--- src/rtl/bus_timer_if.sv ---
// 68000-style asynchronous bus bundle between the CPU side and the timer responder.
interface bus_timer_if;
    logic        cs;
    logic        as_n;
    logic        rw;
    logic        uds_n;
    logic        lds_n;
    logic [1:0]  addr;
    logic [15:0] din;
    logic [15:0] dout;
    logic        dtack_n;
    logic        irq;

    modport master (
        output cs, as_n, rw, uds_n, lds_n, addr, din,
        input  dout, dtack_n, irq
    );

    modport slave (
        input  cs, as_n, rw, uds_n, lds_n, addr, din,
        output dout, dtack_n, irq
    );
endinterface

--- src/rtl/bus_timer.sv ---
// Memory-mapped 16-bit down-counter timer acting as a wait-stated responder on a 68000 bus.
// Raises a level interrupt when the count expires.
module bus_timer #(
    parameter int WAIT_STATES = 2,
    parameter int PRESCALE    = 25
) (
    input  logic        clk,
    input  logic        reset,
    bus_timer_if.slave  bus
);
    localparam int WCW = (WAIT_STATES < 2) ? 1 : $clog2(WAIT_STATES + 1);
    localparam int PW  = (PRESCALE < 2) ? 1 : $clog2(PRESCALE);
    localparam logic [PW-1:0] PRE_MAX = PW'(PRESCALE - 1);

    typedef enum logic [1:0] {
        ST_IDLE = 2'd0,
        ST_WAIT = 2'd1,
        ST_ACK  = 2'd2
    } state_t;

    state_t           state_r, state_s;
    logic [WCW-1:0]   wait_cnt_r, wait_cnt_s;
    logic             access_s, dtack_n_s, dtack_n_r;
    logic [15:0]      dout_r, rdata_s;
    logic             irq_r;

    logic             en_r, irq_en_r, auto_r, exp_r;
    logic [15:0]      reload_r, count_r;
    logic [PW-1:0]    pre_r;

    logic             wr_s, rd_s, wr_ctrl_s, wr_reload_s, wr_count_s, wr_status_s;
    logic [2:0]       ctrl_wdata_s;
    logic             en_rise_s, tick_s, tick_eff_s, expire_s, clr_exp_s;

    function automatic logic [15:0] merge_lanes(input logic [15:0] old_v, input logic [15:0] new_v,
                                                input logic u_n, input logic l_n);
        logic [15:0] res;
        res[15:8] = u_n ? old_v[15:8] : new_v[15:8];
        res[7:0]  = l_n ? old_v[7:0]  : new_v[7:0];
        return res;
    endfunction

    // Bus FSM next-state; the access strobe fires on the edge that asserts DTACK.
    always_comb begin
        state_s    = state_r;
        wait_cnt_s = wait_cnt_r;
        access_s   = 1'b0;
        dtack_n_s  = dtack_n_r;
        case (state_r)
            ST_IDLE: begin
                if (bus.cs && !bus.as_n) begin
                    if (WAIT_STATES == 0) begin
                        access_s  = 1'b1;
                        dtack_n_s = 1'b0;
                        state_s   = ST_ACK;
                    end else begin
                        wait_cnt_s = WCW'(WAIT_STATES);
                        state_s    = ST_WAIT;
                    end
                end else begin
                    state_s = ST_IDLE;
                end
            end
            ST_WAIT: begin
                if (bus.as_n) begin
                    state_s = ST_IDLE;
                end else if (wait_cnt_r <= WCW'(1)) begin
                    access_s  = 1'b1;
                    dtack_n_s = 1'b0;
                    state_s   = ST_ACK;
                end else begin
                    wait_cnt_s = wait_cnt_r - WCW'(1);
                end
            end
            ST_ACK: begin
                if (bus.as_n) begin
                    dtack_n_s = 1'b1;
                    state_s   = ST_IDLE;
                end else begin
                    dtack_n_s = 1'b0;
                end
            end
            default: begin
                state_s   = ST_IDLE;
                dtack_n_s = 1'b1;
            end
        endcase
    end

    // Bus FSM state, DTACK and read-data registers.
    always_ff @(posedge clk) begin
        if (reset) begin
            state_r    <= ST_IDLE;
            wait_cnt_r <= '0;
            dtack_n_r  <= 1'b1;
            dout_r     <= 16'd0;
        end else begin
            state_r    <= state_s;
            wait_cnt_r <= wait_cnt_s;
            dtack_n_r  <= dtack_n_s;
            if (rd_s) begin
                dout_r <= rdata_s;
            end
        end
    end

    // Access decode and timer event qualification; bus writes to CTRL/COUNT swallow a coincident tick.
    always_comb begin
        wr_s         = access_s && !bus.rw;
        rd_s         = access_s && bus.rw;
        wr_ctrl_s    = wr_s && (bus.addr == 2'd0);
        wr_reload_s  = wr_s && (bus.addr == 2'd1);
        wr_count_s   = wr_s && (bus.addr == 2'd2);
        wr_status_s  = wr_s && (bus.addr == 2'd3);
        ctrl_wdata_s = bus.lds_n ? {auto_r, irq_en_r, en_r} : bus.din[2:0];
        en_rise_s    = wr_ctrl_s && !en_r && ctrl_wdata_s[0];
        clr_exp_s    = wr_status_s && !bus.lds_n && bus.din[0];
        tick_s       = en_r && (pre_r == PRE_MAX);
        tick_eff_s   = tick_s && !wr_ctrl_s && !wr_count_s;
        expire_s     = tick_eff_s && (count_r <= 16'd1);
    end

    // Read mux; the count is sampled before this cycle's tick lands.
    always_comb begin
        rdata_s = 16'd0;
        case (bus.addr)
            2'd0:    rdata_s = {13'd0, auto_r, irq_en_r, en_r};
            2'd1:    rdata_s = reload_r;
            2'd2:    rdata_s = count_r;
            2'd3:    rdata_s = {15'd0, exp_r};
            default: rdata_s = 16'd0;
        endcase
    end

    // Prescaler, control, count, expiry flag and interrupt registers.
    always_ff @(posedge clk) begin
        if (reset) begin
            pre_r    <= '0;
            en_r     <= 1'b0;
            irq_en_r <= 1'b0;
            auto_r   <= 1'b0;
            reload_r <= 16'd0;
            count_r  <= 16'd0;
            exp_r    <= 1'b0;
            irq_r    <= 1'b0;
        end else begin
            if (!en_r || en_rise_s || tick_s) begin
                pre_r <= '0;
            end else begin
                pre_r <= pre_r + PW'(1);
            end

            if (wr_ctrl_s) begin
                {auto_r, irq_en_r, en_r} <= ctrl_wdata_s;
            end else if (expire_s && !auto_r) begin
                en_r <= 1'b0;
            end

            if (wr_reload_s) begin
                reload_r <= merge_lanes(reload_r, bus.din, bus.uds_n, bus.lds_n);
            end

            if (wr_count_s) begin
                count_r <= merge_lanes(count_r, bus.din, bus.uds_n, bus.lds_n);
            end else if (expire_s) begin
                count_r <= auto_r ? reload_r : 16'd0;
            end else if (tick_eff_s) begin
                count_r <= count_r - 16'd1;
            end

            // Expiry beats a simultaneous software clear.
            if (expire_s) begin
                exp_r <= 1'b1;
            end else if (clr_exp_s) begin
                exp_r <= 1'b0;
            end

            irq_r <= exp_r & irq_en_r;
        end
    end

    assign bus.dout    = dout_r;
    assign bus.dtack_n = dtack_n_r;
    assign bus.irq     = irq_r;
endmodule

--- src/flat_wrapper.sv ---
// flat-port wrapper written by rule: the top's interface ports become plain ports
module bus_timer_flat 
#(
    parameter int WAIT_STATES = 2,
    parameter int PRESCALE    = 25
)
  (clk, reset, bus_cs, bus_as_n, bus_rw, bus_uds_n, bus_lds_n, bus_addr, bus_din, bus_dout, bus_dtack_n, bus_irq);
  bus_timer_if bus_i ();
  input  logic clk;
  input  logic reset;
  input wire logic [$bits(bus_i.cs)-1:0] bus_cs;
  input wire logic [$bits(bus_i.as_n)-1:0] bus_as_n;
  input wire logic [$bits(bus_i.rw)-1:0] bus_rw;
  input wire logic [$bits(bus_i.uds_n)-1:0] bus_uds_n;
  input wire logic [$bits(bus_i.lds_n)-1:0] bus_lds_n;
  input wire logic [$bits(bus_i.addr)-1:0] bus_addr;
  input wire logic [$bits(bus_i.din)-1:0] bus_din;
  output wire logic [$bits(bus_i.dout)-1:0] bus_dout;
  output wire logic [$bits(bus_i.dtack_n)-1:0] bus_dtack_n;
  output wire logic [$bits(bus_i.irq)-1:0] bus_irq;
  assign bus_i.cs = bus_cs;
  assign bus_i.as_n = bus_as_n;
  assign bus_i.rw = bus_rw;
  assign bus_i.uds_n = bus_uds_n;
  assign bus_i.lds_n = bus_lds_n;
  assign bus_i.addr = bus_addr;
  assign bus_i.din = bus_din;
  assign bus_dout = bus_i.dout;
  assign bus_dtack_n = bus_i.dtack_n;
  assign bus_irq = bus_i.irq;
  bus_timer #(.WAIT_STATES(WAIT_STATES), .PRESCALE(PRESCALE)) u_core (.clk(clk), .reset(reset), .bus(bus_i));
endmodule
--- config.mk ---
export PLATFORM = sky130hd
export DESIGN_NAME = bus_timer_flat
export DESIGN_NICKNAME = d
export VERILOG_FILES = /design/src/rtl/bus_timer_if.sv /design/src/rtl/bus_timer.sv /design/src/flat_wrapper.sv
export SDC_FILE = /design/constraint.sdc
export NUM_CORES = 1
export LEC_CHECK = 0
export CORE_UTILIZATION = 55
export DETAILED_ROUTE_END_ITERATION = 6
export GPL_TIMING_DRIVEN = 0
export PLACE_DENSITY = 0.91
export SLEW_MARGIN = 0
export SYNTH_ARGS = -nofsm -noshare
export SYNTH_HDL_FRONTEND = slang
export SYNTH_SLANG_ARGS = --single-unit
--- constraint.sdc ---
create_clock -name clk -period 3.2 [get_ports clk]
set_input_delay 0.32 -clock clk [delete_from_list [all_inputs] [get_ports clk]]
set_output_delay 0.32 -clock clk [all_outputs]
set_load 0.05 [all_outputs]
==> results by group <==
Run status
  – Status: complete, no violations

Timing
  – Worst Tran Pin Value: ~0.77 ns
  – Slew headroom: around 49%
  – Max Slew Vio Count: 0
  – Setup TNS: 0 ns
  – Final worst-path cycle share: 77.53%
  – Final hold violations: 0
  – RSZ-0062 raised after global routing: no
  – Highest clock rate: 0.4031 GHz
  – Fin crit period: 2.481 ns
  – Setup Viol. Count Final: 0
  – Max Clock Skew: 0.006617 ns

Detailed routing
  – Initial drt markers: between 200 and 300
  – Antenna viol nets, final: 0
  – Drt via density: 6.291
  – Wire length per cell: ~17 um
  – Wirelength, routed: around 8.4 mm
  – Vias: 3108
  – TritonRoute pass-1 iters: 5
  – Drt drc: 0

Setup path
  – Most numerous cell on the critical path: or4_4
  – FF-to-FF path depth: 6
  – Crit path cell chain: clkbuf_2, or4_4, or4_4, nor2_4, mux2_2, a221oi_1
  – R2r endpoint: u_core.count_r[1]
  – Worst R2R Start: u_core.count_r[9]
  – Worst path max stage delay: 0.54 ns
  – Crit path launch: u_core.count_r[9]
  – Critical path capture point type: flop
  – Worst EP required: between 3 and 4 ns
  – Setup CP Type: flop to flop
  – Worst Setup Start Kind: flop
  – Critical path peak fanout: 9
  – Reg-to-reg setup timing slack: between 0.7 and 0.8 ns
  – CP max-delay cell: or4_4
  – Crit path buffers/inverters: 1
  – CP delay by family, top: simple AND/OR/NAND/NOR gates
  – Arr. time, crit path: 2.73 ns
  – WP depth: 6
  – CP endpoint: u_core.count_r[1]

Clock tree
  – Clock Sinks: 63
  – Clk slew on worst S/H paths: 0.07 ns
  – Root buffer cell: clkbuf_8
  – Max Root-Sink Buffers: 2
  – CTS tree: yes
  – Cts repair resizes: 0
  – Num CTS Buffers: 9
  – Clock Latency Late Sink: 0.35 ns
  – Post-CTS setup buffers: 0
  – H-Tree Depth: 3
  – Cts hold-fix bufs: 0

Final layout
  – Fraction of layout cells with a size suffix above 1: about an eighth
  – Final instance area: between 0.003 and 0.004 mm2
  – Most frequent cells in the layout: dfxtp_1, nor2_1, clkdlybuf4s50_1
  – Commonest non-fill, non-tap cell in the layout: dfxtp_1
  – Nets: about 450
  – Fill count: 398
  – Diodes inserted: 0
  – Area delta synth->final: 20.15%

Power and ir drop
  – Power per Cell Area: approximately 390 mW/mm2
  – Peak VDD IR: approximately 0.00026 V
  – Leakage: 0.001473 uW

Yosys
  – Post-Syn Nets: 396
  – Avg Cell Area, Syn: 8.991 um2
  – Cells after synthesis: 366
  – Main synth FF type: dfxtp_1
  – Yosys warning total: 0
  – Fraction of registers with async set/reset: 0%
  – EDFF count, synth: 0
  – Synth cell types: between 60 and 70
  – Netlist Area Pre-Place: 0.003291 mm2
  – Synthesized flop and latch total: 63
  – Register area share after synthesis: 38.33%

Die
  – Row cnt: 27
  – Core box area: 0.005642 mm2
  – Die H: 79.35 um
  – Die ar.: 0.006296 mm2
  – I/O pins: 43
  – Initial Util: about three fifths
  – Die width: 79.35 um

Place
  – GP Congestion: 0.9296
  – IO Port Bufs: 40
  – Hpwl dp: 6.034 mm
  – Cell Area, Placed: around 0.0038 mm2

Hold path
  – HP Class: flop to flop
  – Hold depth: 1

GRT
  – Grt ovf: 0
  – Vias in the first global route: 2884
  – Pin count of the biggest net entering global routing: 13
  – Tot GR Track Use: 28.83%
  – Initial antenna violation count: 0
  – First-pass GRT wire length: 13.91 mm

Run
  – Max-Cap Viols: 0
## metrics by stage
stage | hold WS, ns | std cells | util, % | total power (uW) | setup WS, ns
after floorplan | 0.4087 | 366 | - | 898.8 | 0.9525
after detailed placement | 0.4736 | 478 | 67.02 | 961.2 | 0.5605
after global routing | 0.5059 | 494 | 70.08 | 1610 | 0.6304
after global placement | 0.4431 | 478 | 67.02 | 957.9 | 0.6662
after CTS | 0.4870 | 494 | 70.08 | 1562 | 0.7540
final | 0.4846 | 494 | 70.08 | 1561 | 0.7192
## report_power, final
part	leakage, uW	switching (uW)	internal, uW
registers	0.000508	5.43	791
logic	0.000887	87.2	62.1
clock network	0.0000776	335	280
total	0.00147	428	1130
## area by class of cell
class | count | area (um2) | share of cell area (%)
Buffer | 27 | 171.4 | 4.335
Clock buffer | 9 | 123.9 | 3.133
Clock inverter | 7 | 48.80 | 1.234
Inverter | 9 | 33.78 | 0.8544
Multi-Input combinational cell | 267 | 1824 | 46.14
Sequential cell | 63 | 1261 | 31.90
Tap cell | 72 | 90.09 | 2.278
Timing Repair Buffer | 40 | 400.4 | 10.13
## routing by layer
metal	wire, um	global-route usage, %
met1	3693	37.86
met2	3925	45.34
met3	584	4.598
met4	219	15.09
met5	0	0
## cells by family after synthesis
kind of cell,Yosys count,synth area share [%]
buf+inv,36,6.235
mux,30,9.582
simple gates,136,21.83
fa+ha+maj,5,1.901
flops,63,38.33
compound gates,84,18.94
xor+xnor,12,3.194
## sequential cells by signal, indices dropped and copies added, names as in the netlist
signal and cells:
u_core.bus.dout 16, u_core.bus.irq 1, u_core.exp_r 1, u_core.count_r 16, u_core.auto_r 1, u_core.pre_r 5, u_core.wait_cnt_r 2, u_core.irq_en_r 1
u_core.bus.dtack_n 1, u_core.reload_r 16, u_core.state_r 2, u_core.en_r 1
## worst reg2reg max path, stage by stage, from the launching register on
cell and delay (ns):
dfxtp_1 0.30, clkbuf_2 0.15, or4_4 0.54, or4_4 0.48, nor2_4 0.27, mux2_2 0.37, a221oi_1 0.27
## cells in the mapped netlist (2+ instances only)
| master | number | area share, % |
|---|---|---|
| nand2b_1 | 2 | 0.38 |
| clkbuf_1 | 15 | 1.7 |
| clkbuf_2 | 2 | 0.30 |
| xnor2_1 | 7 | 1.9 |
| o221ai_1 | 8 | 2.1 |
| buf_6 | 4 | 1.4 |
| and3_1 | 2 | 0.38 |
| ha_1 | 5 | 1.9 |
| a311oi_1 | 6 | 1.6 |
| dfxtp_1 | 63 | 38 |
| mux2i_1 | 27 | 8.2 |
| a22oi_1 | 13 | 3.0 |
| o21a_1 | 2 | 0.46 |
| nor2b_1 | 3 | 0.57 |
| nand3b_1 | 2 | 0.46 |
| clkbuf_8 | 3 | 1.3 |
| a21oi_1 | 14 | 2.1 |
| o21ai_1 | 2 | 0.30 |
| nand3_1 | 14 | 2.1 |
| or2_2 | 6 | 1.1 |
| or3_1 | 3 | 0.57 |
| or4_1 | 2 | 0.46 |
| nor4_1 | 2 | 0.38 |
| nor2_1 | 55 | 6.3 |
| inv_1 | 8 | 0.91 |
| or4_4 | 2 | 0.68 |
| mux2_2 | 2 | 0.68 |
| a31oi_1 | 8 | 1.5 |
| buf_4 | 2 | 0.46 |
| nand4_1 | 5 | 0.95 |
| nand2_1 | 18 | 2.1 |
| xor2_1 | 5 | 1.3 |
| a211oi_1 | 16 | 3.7 |
| o21ai_0 | 4 | 0.61 |
| nor3_1 | 7 | 1.1 |
## how the worst min path moves through the flow
stage                                    start                    to
after floorplan                          reset     u_core.state_r[1]
after global placement         u_core.pre_r[0]       u_core.pre_r[0]
after detailed placement       u_core.pre_r[0]       u_core.pre_r[0]
after CTS                 u_core.wait_cnt_r[0]  u_core.wait_cnt_r[0]
after global routing           u_core.pre_r[0]       u_core.pre_r[0]
final                          u_core.pre_r[0]       u_core.pre_r[0]
(Power assumes the default switching activity.)
